[config.mk]
export PLATFORM = sky130hd
export DESIGN_NAME = lsu_ctrl
export DESIGN_NICKNAME = d
export VERILOG_FILES = /design/src/rtl/lsu_ctrl.sv
export SDC_FILE = /design/constraint.sdc
export NUM_CORES = 1
export LEC_CHECK = 0
export CAP_MARGIN = 10
export CORE_MARGIN = 3
export CORE_UTILIZATION = 36
export CTS_BUF_LIST = sky130_fd_sc_hd__clkbuf_4 sky130_fd_sc_hd__clkbuf_8 sky130_fd_sc_hd__clkbuf_16
export CTS_CLUSTER_SIZE = 25
export DETAILED_ROUTE_END_ITERATION = 10
export PLACE_DENSITY_LB_ADDON = 0.15
export REMOVE_ABC_BUFFERS = 1
export SYNTH_ARGS = -nofsm -noshare
export SYNTH_HDL_FRONTEND = slang
export SYNTH_SLANG_ARGS = --single-unit
[constraint.sdc]
create_clock -name clk -period 8.27 [get_ports clk]
set_input_delay 2.481 -clock clk [delete_from_list [all_inputs] [get_ports clk]]
set_output_delay 2.481 -clock clk [all_outputs]
set_load 0.01 [all_outputs]
[src/rtl/lsu_ctrl.sv]
// Load/store unit: turns RV32I byte/half/word loads and stores into word-wide
// accesses on a synchronous-write, combinational-read memory port. Sub-word
// stores are done as read-modify-write; misaligned or illegal requests are
// answered with rsp_err and never touch memory.
module lsu_ctrl #(
  parameter int unsigned ADDR_W = 16,
  parameter int unsigned DATA_W = 32
) (
  input  logic              clk,
  input  logic              rst_n,
  input  logic              req_valid,
  output logic              req_ready,
  input  logic              req_we,
  input  logic [2:0]        req_funct3,
  input  logic [ADDR_W-1:0] req_addr,
  input  logic [DATA_W-1:0] req_wdata,
  output logic              rsp_valid,
  output logic [DATA_W-1:0] rsp_rdata,
  output logic              rsp_err,
  output logic              mem_we,
  output logic [ADDR_W-1:0] mem_addr,
  output logic [DATA_W-1:0] mem_wd,
  input  logic [DATA_W-1:0] mem_rd
);

  typedef enum logic [1:0] {StIdle, StRmwWr, StResp} state_e;

  state_e            state_q, state_d;
  logic [DATA_W-1:0] rdata_q, rdata_d;
  logic              err_q, err_d;
  logic [ADDR_W-1:0] rmw_addr_q, rmw_addr_d;
  logic [DATA_W-1:0] rmw_data_q, rmw_data_d;

  logic              is_half, is_word, illegal, misaligned, is_err;
  logic [ADDR_W-1:0] aligned_addr;
  logic [7:0]        ld_byte;
  logic [15:0]       ld_half;
  logic [DATA_W-1:0] ld_data, merged;
  logic              we_int;
  logic [DATA_W-1:0] wd_int;

  assign aligned_addr = {req_addr[ADDR_W-1:2], 2'b00};
  assign is_half      = (req_funct3[1:0] == 2'b01);
  assign is_word      = (req_funct3[1:0] == 2'b10);

  // Decode legality and alignment of the request presented this cycle.
  always_comb begin
    illegal = 1'b0;
    if (req_we) begin
      illegal = (req_funct3 >= 3'b011);
    end else begin
      illegal = (req_funct3 == 3'b011) || (req_funct3[2:1] == 2'b11);
    end
    misaligned = (is_half && req_addr[0]) || (is_word && (req_addr[1:0] != 2'b00));
    is_err     = illegal || misaligned;
  end

  // Pick the addressed lane out of the memory word and extend it.
  always_comb begin
    ld_byte = 8'h00;
    unique case (req_addr[1:0])
      2'b00: ld_byte = mem_rd[7:0];
      2'b01: ld_byte = mem_rd[15:8];
      2'b10: ld_byte = mem_rd[23:16];
      2'b11: ld_byte = mem_rd[31:24];
      default: ld_byte = 8'h00;
    endcase
    ld_half = req_addr[1] ? mem_rd[31:16] : mem_rd[15:0];
    ld_data = '0;
    case (req_funct3)
      3'b000:  ld_data = {{24{ld_byte[7]}}, ld_byte};
      3'b001:  ld_data = {{16{ld_half[15]}}, ld_half};
      3'b010:  ld_data = mem_rd;
      3'b100:  ld_data = {24'h000000, ld_byte};
      3'b101:  ld_data = {16'h0000, ld_half};
      default: ld_data = '0;
    endcase
  end

  // Splice the sub-word store data into the current memory word.
  always_comb begin
    merged = mem_rd;
    if (is_half) begin
      if (req_addr[1]) merged[31:16] = req_wdata[15:0];
      else             merged[15:0]  = req_wdata[15:0];
    end else begin
      unique case (req_addr[1:0])
        2'b00: merged[7:0]   = req_wdata[7:0];
        2'b01: merged[15:8]  = req_wdata[7:0];
        2'b10: merged[23:16] = req_wdata[7:0];
        2'b11: merged[31:24] = req_wdata[7:0];
        default: merged = mem_rd;
      endcase
    end
  end

  // Next state, response capture and memory-port drive.
  always_comb begin
    state_d    = state_q;
    rdata_d    = rdata_q;
    err_d      = err_q;
    rmw_addr_d = rmw_addr_q;
    rmw_data_d = rmw_data_q;
    we_int     = 1'b0;
    wd_int     = '0;
    mem_addr   = aligned_addr;
    unique case (state_q)
      StIdle: begin
        if (req_valid) begin
          state_d = StResp;
          rdata_d = '0;
          err_d   = is_err;
          if (!is_err) begin
            if (!req_we) begin
              rdata_d = ld_data;
            end else if (is_word) begin
              we_int = 1'b1;
              wd_int = req_wdata;
            end else begin
              rmw_addr_d = aligned_addr;
              rmw_data_d = merged;
              state_d    = StRmwWr;
            end
          end
        end
      end
      StRmwWr: begin
        we_int   = 1'b1;
        wd_int   = rmw_data_q;
        mem_addr = rmw_addr_q;
        state_d  = StResp;
      end
      StResp:  state_d = StIdle;
      default: state_d = StIdle;
    endcase
  end

  // Reset kills any pending write at once, not at the next edge.
  assign mem_we    = we_int & rst_n;
  assign mem_wd    = mem_we ? wd_int : '0;
  assign req_ready = (state_q == StIdle);
  assign rsp_valid = (state_q == StResp);
  assign rsp_rdata = rdata_q;
  assign rsp_err   = err_q;

  // State and response registers.
  always_ff @(posedge clk or negedge rst_n) begin
    if (!rst_n) begin
      state_q    <= StIdle;
      rdata_q    <= '0;
      err_q      <= 1'b0;
      rmw_addr_q <= '0;
      rmw_data_q <= '0;
    end else begin
      state_q    <= state_d;
      rdata_q    <= rdata_d;
      err_q      <= err_d;
      rmw_addr_q <= rmw_addr_d;
      rmw_data_q <= rmw_data_d;
    end
  end

endmodule
==> impl_metrics.ini, run 1 <==
[outcome]
outcome = completed

[grt]
vias_in_the_first_global_route = 4130
grt_start_max_net_pins = 73
grt_antenna_before_repair = 2
track_usage_pct = 21.3
grt.overflow.total = 0
grt_pass1_wl_um = 23500

[logic_synthesis]
synthFlopType = sky130_fd_sc_hd__dfrtp_1
synth_seq_cells = 81
synth-async-reset-ratio_pct = 100
post_synth_inst_count = 407
synth.yosys.seq_area_share_pct = 44.4
yosys.cell_types.count = 41
ys.warnings.count = 0
mappedNetlistArea_sq_um = 4560
synth_edf_count = 0
average_footprint_of_a_synthesized_cell_sq_um = 11.2

[detailed_routing]
remaining_drc_errors = 0
drt-pass1-iter-count = 4
drt_iter0_drc = 289
drt-wirelength-per-cell_um = 20.6
drt-total-wl_um = 15100
vias_per_cell = 5.57
total_number_of_vias = 4085
detail-route-antenna-nets = 0

[cells_and_area]
finalNetCount = 648
regArea_sq_um = 2030
flow.area_growth_from_synthesis_pct = 46.4
end_of_flow_core_utilization_pct = 54.7
insertedDiodeCount = 0
n_fill_cell = 1121
final_layout_size_suffix_gt1_share_pct = 15.0
multi_input_comb_area_sq_um = 2320

[worst_setup_path]
worst_ep_required_time_ns = 5.79
critical_path_peak_fanout = 32
slowest_stage = sky130_fd_sc_hd__clkdlybuf4s50_1
critical_path_class = in2out
cells_along_the_critical_path = clkdlybuf4s50_1 > nor4_2 > nand4_1 > nor2_2 > buf_4 > a22o_1 > clkdlybuf4s50_1
max_stage_delay_ns = 0.56
crit_path_end_kind = output port
start_kind = input pin
worst_ep_arrival_time_ns = 4.99
cp_common_cell = sky130_fd_sc_hd__clkdlybuf4s50_1

[sta]
layout_worst_path_cycle_share_pct = 90.4
final.hold.worst_slack_ns = 0.484
hold_viol = 0
totalNegativeSetupSlack_ns = 0
max_freq_ghz = 0.134
setup_repair_after_global_routing_missed_its_margin = no
finalSetupViolations = 0
report.final.slew_viol_count = 0
worst-slew-pin-transition_ns = 1.11
post-route-min-period_ns = 7.47
final.setup_skew_ns = 0.00528
max_slew_margin_pct = 25.8

[pwr]
power_per_cell_area_nw_per_um2 = 176
leakage_uw = 0.00291
irDropWorstVdd_mv = 0.0940

[clock_network]
clkLatencyLatePin_ns = 0.34
cts-buffers-inserted = 9
ctsRootBufferMaster = sky130_fd_sc_hd__clkbuf_16
cts_tree = yes
htree_levels = 3
post_cts_resized = 0
post-cts-setup-buffer-count = 0
cts_num_sinks = 81
cts.hold.buffers_added = 0
max-clock-path-buffers = 2
clkTransAtPathRegs_ns = 0.06

[floorplan]
io_pins = 171
initial_core_util_pct = 37.3
chipHeight_um = 119
placeableCoreArea_sq_um = 12200
fp.dieW_um = 119
floorplan.rows = 40
floorplan.die_area_sq_um = 14100

[place]
hpwl_um = 10300
io_buffers = 168
globalplace.congestion = 0.821

[min_path]
holdCritPathClass = reg2reg

[flow_run]
max_cap_violations = 0
==> synth_stat cells, types with 2 or more instances <==
master                      instances  area, sq um
sky130_fd_sc_hd__dfrtp_1           81         2030
sky130_fd_sc_hd__a22o_1            41          359
sky130_fd_sc_hd__nand2_1           38          143
sky130_fd_sc_hd__mux2i_1           33          330
sky130_fd_sc_hd__mux2_2            30          338
sky130_fd_sc_hd__o21ai_0           25          125
sky130_fd_sc_hd__clkbuf_1          19         71.3
sky130_fd_sc_hd__a221o_1           14          140
sky130_fd_sc_hd__inv_1             12         45.0
sky130_fd_sc_hd__buf_2             11         55.1
sky130_fd_sc_hd__a221o_2           10          113
sky130_fd_sc_hd__nand2b_1          10         62.6
sky130_fd_sc_hd__a21o_1             8         60.1
sky130_fd_sc_hd__mux4_2             8          180
sky130_fd_sc_hd__o2bb2ai_1          8         70.1
sky130_fd_sc_hd__a221oi_1           7         61.3
sky130_fd_sc_hd__o211ai_1           7         52.6
sky130_fd_sc_hd__nor2_1             6         22.5
sky130_fd_sc_hd__and2_1             5         31.3
sky130_fd_sc_hd__a21oi_1            3         15.0
sky130_fd_sc_hd__buf_4              3         22.5
sky130_fd_sc_hd__buf_6              3         33.8
sky130_fd_sc_hd__a211oi_1           2         15.0
sky130_fd_sc_hd__and2_0             2         12.5
sky130_fd_sc_hd__nor2b_1            2         12.5
sky130_fd_sc_hd__nor3_2             2         20.0
sky130_fd_sc_hd__nor3b_1            2         15.0
sky130_fd_sc_hd__nor3b_4            2         37.5
==> layout make-up <==
type / instances / area share, %
Inverter: 13 / 0.731
Clock inverter: 2 / 0.525
Timing Repair Buffer: 178 / 26.3
Tap cell: 168 / 3.15
Multi-Input combinational cell: 278 / 34.7
Sequential cell: 81 / 30.4
Clock buffer: 14 / 4.22
==> through the flow <==
step           setup WS [ns]  power [uW]  area (sq um)  cells
6_report               0.798        1170          6680    734
5_1_grt                0.642        1230          6680    734
4_1_cts                0.776        1180          6670    733
3_5_place_dp           0.768         758          6350    717
3_3_place_gp           0.896         751          6350    717
2_1_floorplan           1.45         619          4380    372
==> critical path: cells and delay by family <==
| family | cells | cell delay (ns) |
|---|---|---|
| buf+inv | 3 | 1.49 |
| simple gates | 3 | 0.81 |
| compound gates | 1 | 0.20 |
==> registers in the layout, indices dropped and copies added (netlist names) <==
name,flops
rmw_data_q,32
state_q,2
rsp_rdata,32
rsp_err,1
rmw_addr_q,14
==> cells by family after synthesis <==
family | synth area share (%)
AOI/OAI and AO/OA | 23.0
DFF | 44.4
and+or+nand+nor | 8.78
muxes | 18.6
buffers and inverters | 5.08
other | 0.0822
==> layout by cell type, fill, tap and decap left out, types with 3 or more instances in the layout <==
cell,instances
sky130_fd_sc_hd__a21o_1,8
sky130_fd_sc_hd__a21oi_1,3
sky130_fd_sc_hd__a221o_1,14
sky130_fd_sc_hd__a221o_2,10
sky130_fd_sc_hd__a221oi_1,7
sky130_fd_sc_hd__a22o_1,41
sky130_fd_sc_hd__and2_1,5
sky130_fd_sc_hd__buf_4,11
sky130_fd_sc_hd__clkbuf_16,9
sky130_fd_sc_hd__clkbuf_8,3
sky130_fd_sc_hd__clkdlybuf4s50_1,167
sky130_fd_sc_hd__dfrtp_1,81
sky130_fd_sc_hd__inv_1,12
sky130_fd_sc_hd__mux2_2,30
sky130_fd_sc_hd__mux2i_1,33
sky130_fd_sc_hd__mux4_2,8
sky130_fd_sc_hd__nand2_1,38
sky130_fd_sc_hd__nand2b_1,10
sky130_fd_sc_hd__nor2_1,5
sky130_fd_sc_hd__o211ai_1,7
sky130_fd_sc_hd__o21ai_0,25
sky130_fd_sc_hd__o2bb2ai_1,8
==> metal layers <==
layer  global-route usage (%)  up-vias  wire (um)
li1                         -     1851          -
met1                     28.2     2038       6670
met2                     34.8      172       7170
met3                     5.07       20       1040
met4                     5.79        4        211
met5                        0        -         23
==> where the power goes <==
part | switching (uW) | internal (uW) | total (uW)
Combinational | 106 | 134 | 240
Sequential | 41.8 | 469 | 510
Clock | 159 | 265 | 424
Total | 307 | 868 | 1170
==> path summary, 6_finish.rpt <==
kind	from	endpoint	slack, ns	cells after the start
setup reg to reg	state_q[0]$_DFFE_PN0P_	rsp_rdata[27]$_DFFE_PN0P_	5.53	5
min in group asynchronous	rst_n	rsp_rdata[6]$_DFFE_PN0P_	1.97	1
hold / removal	rmw_data_q[10]$_DFFE_PN0P_	rmw_data_q[10]$_DFFE_PN0P_	0.48	1
setup / recovery	req_funct3[2]	mem_wd[11]	0.80	7
max in group asynchronous	rst_n	rmw_addr_q[11]$_DFFE_PN0P_	5.10	2
hold reg to reg	rmw_data_q[10]$_DFFE_PN0P_	rmw_data_q[10]$_DFFE_PN0P_	0.48	1
(Power assumes the default switching activity.)
==> run 2: changes to the inputs <==
Settings changed: CORE_MARGIN 3 to 1.5, HOLD_SLACK_MARGIN set to 0.06.
==> impl_metrics.ini, run 2 (synthesis results as in run 1) <==
[sta]
setup_repair_after_global_routing_missed_its_margin = no
totalNegativeSetupSlack_ns = 0
final.setup_skew_ns = 0.00475
hold_viol = 0
final.hold.worst_slack_ns = 0.476
max_freq_ghz = 0.134
max_slew_margin_pct = 25.9
report.final.slew_viol_count = 0
worst-slew-pin-transition_ns = 1.11
layout_worst_path_cycle_share_pct = 89.9
post-route-min-period_ns = 7.44
finalSetupViolations = 0

[detailed_routing]
vias_per_cell = 5.40
drt_iter0_drc = 306
total_number_of_vias = 3961
detail-route-antenna-nets = 0
drt-wirelength-per-cell_um = 20.0
remaining_drc_errors = 0
drt-pass1-iter-count = 4
drt-total-wl_um = 14700

[worst_setup_path]
critical_path_peak_fanout = 32
worst_ep_arrival_time_ns = 4.96
start_kind = input pin
crit_path_end_kind = output port
reg2reg_setup_slack_ns = 5.46
worst_ep_required_time_ns = 5.79
critical_path_class = in2out

[floorplan]
io_pins = 171
floorplan.die_area_sq_um = 13400
placeableCoreArea_sq_um = 12200
fp.dieW_um = 116
floorplan.rows = 40
chipHeight_um = 116
initial_core_util_pct = 37.5

[grt]
grt_start_max_net_pins = 80
vias_in_the_first_global_route = 4060
grt.overflow.total = 0
grt_pass1_wl_um = 22500
grt_antenna_before_repair = 0
track_usage_pct = 22.2

[clock_network]
clkTransAtPathRegs_ns = 0.06
ctsRootBufferMaster = sky130_fd_sc_hd__clkbuf_16
post_cts_resized = 0
cts_tree = yes
post-cts-setup-buffer-count = 0
max-clock-path-buffers = 2
clkLatencyLatePin_ns = 0.34
htree_levels = 3
cts_num_sinks = 81
cts.hold.buffers_added = 0
cts-buffers-inserted = 9

[place]
placed_cell_area_sq_um = 6340
hpwl_um = 9820
io_buffers = 168
globalplace.congestion = 0.806

[cells_and_area]
finished_cell_area_sq_um = 6690
layout.cells.most_common = sky130_fd_sc_hd__clkdlybuf4s50_1
finalNetCount = 647
flow.area_growth_from_synthesis_pct = 46.6
final_layout_size_suffix_gt1_share_pct = 14.9
insertedDiodeCount = 0
final_cell_mix = 167 x sky130_fd_sc_hd__clkdlybuf4s50_1, 81 x sky130_fd_sc_hd__dfrtp_1, 41 x sky130_fd_sc_hd__a22o_1, 38 x sky130_fd_sc_hd__nand2_1, 33 x sky130_fd_sc_hd__mux2i_1
end_of_flow_core_utilization_pct = 55.0

[outcome]
outcome = completed

[flow_run]
max_cap_violations = 0

[min_path]
holdCritPathClass = reg2reg

[pwr]
irDropWorstVdd_mv = 0.117
power_per_cell_area_nw_per_um2 = 179
leakage_uw = 0.00291
-- run 2: cell count changes in the layout (fill, tap and decap cells not counted) --
cell	delta
sky130_fd_sc_hd__buf_6	+1
sky130_fd_sc_hd__clkbuf_4	-2
sky130_fd_sc_hd__clkinvlp_4	+1
sky130_fd_sc_hd__buf_4	-2
sky130_fd_sc_hd__bufinv_16	+1
sky130_fd_sc_hd__clkbuf_8	-1
sky130_fd_sc_hd__clkinv_2	+1
-- run 2: final timing paths --
kind / end / cells after the start / startpoint
max in group asynchronous: rsp_err$_DFFE_PN0P_ / 2 / rst_n
min in group asynchronous: rmw_data_q[1]$_DFFE_PN0P_ / 1 / rst_n
worst max register to register: rsp_rdata[28]$_DFFE_PN0P_ / 5 / state_q[0]$_DFFE_PN0P_
worst min register to register: rsp_err$_DFFE_PN0P_ / 1 / rsp_err$_DFFE_PN0P_
worst max-delay path: mem_wd[6] / 7 / req_funct3[2]
worst min-delay path: rsp_err$_DFFE_PN0P_ / 1 / rsp_err$_DFFE_PN0P_
-- run 2: report_power, final --
| group | total, uW | internal, uW | leakage [uW] | switching (uW) |
|---|---|---|---|---|
| combinational | 241 | 134 | 0.00169 | 107 |
| clock | 443 | 280 | 0.000162 | 163 |
| sequential | 511 | 469 | 0.00105 | 42.0 |
-- run 2: metrics by stage --
stage,setup WS (ns),std cells,total power (uW)
6_report,0.834,733,1190
3_3_place_gp,0.929,716,751
5_1_grt,0.640,733,1250
4_1_cts,0.835,732,1200
2_1_floorplan,1.45,372,619
3_5_place_dp,0.853,716,759
-- run 2: metal layers --
| metal | up-vias | share of wire [%] | track usage, % |
|---|---|---|---|
| li1 | 1852 | - | - |
| met1 | 1932 | 44 | 29.0 |
| met2 | 159 | 48 | 37.4 |
| met3 | 18 | 6.3 | 4.81 |
| met4 | 0 | 2.0 | 6.34 |
| met5 | - | 0 | 0 |
-- run 2: layout make-up --
class | instances | area, sq um
clock buffers | 11 | 253
clock inverters | 5 | 77.6
fillers | 1088 | 5480
inverters | 13 | 48.8
multi-input cells | 278 | 2320
flip-flops and latches | 81 | 2030
well taps | 168 | 210
repair buffers | 177 | 1750
-- run 2: critical path, stage by stage --
cell                              delay, ns
sky130_fd_sc_hd__clkdlybuf4s50_1       0.55
sky130_fd_sc_hd__nor4_2                0.48
sky130_fd_sc_hd__nand4_1               0.20
sky130_fd_sc_hd__nor2_2                0.11
sky130_fd_sc_hd__buf_4                 0.37
sky130_fd_sc_hd__a22o_1                0.21
sky130_fd_sc_hd__clkdlybuf4s50_1       0.54
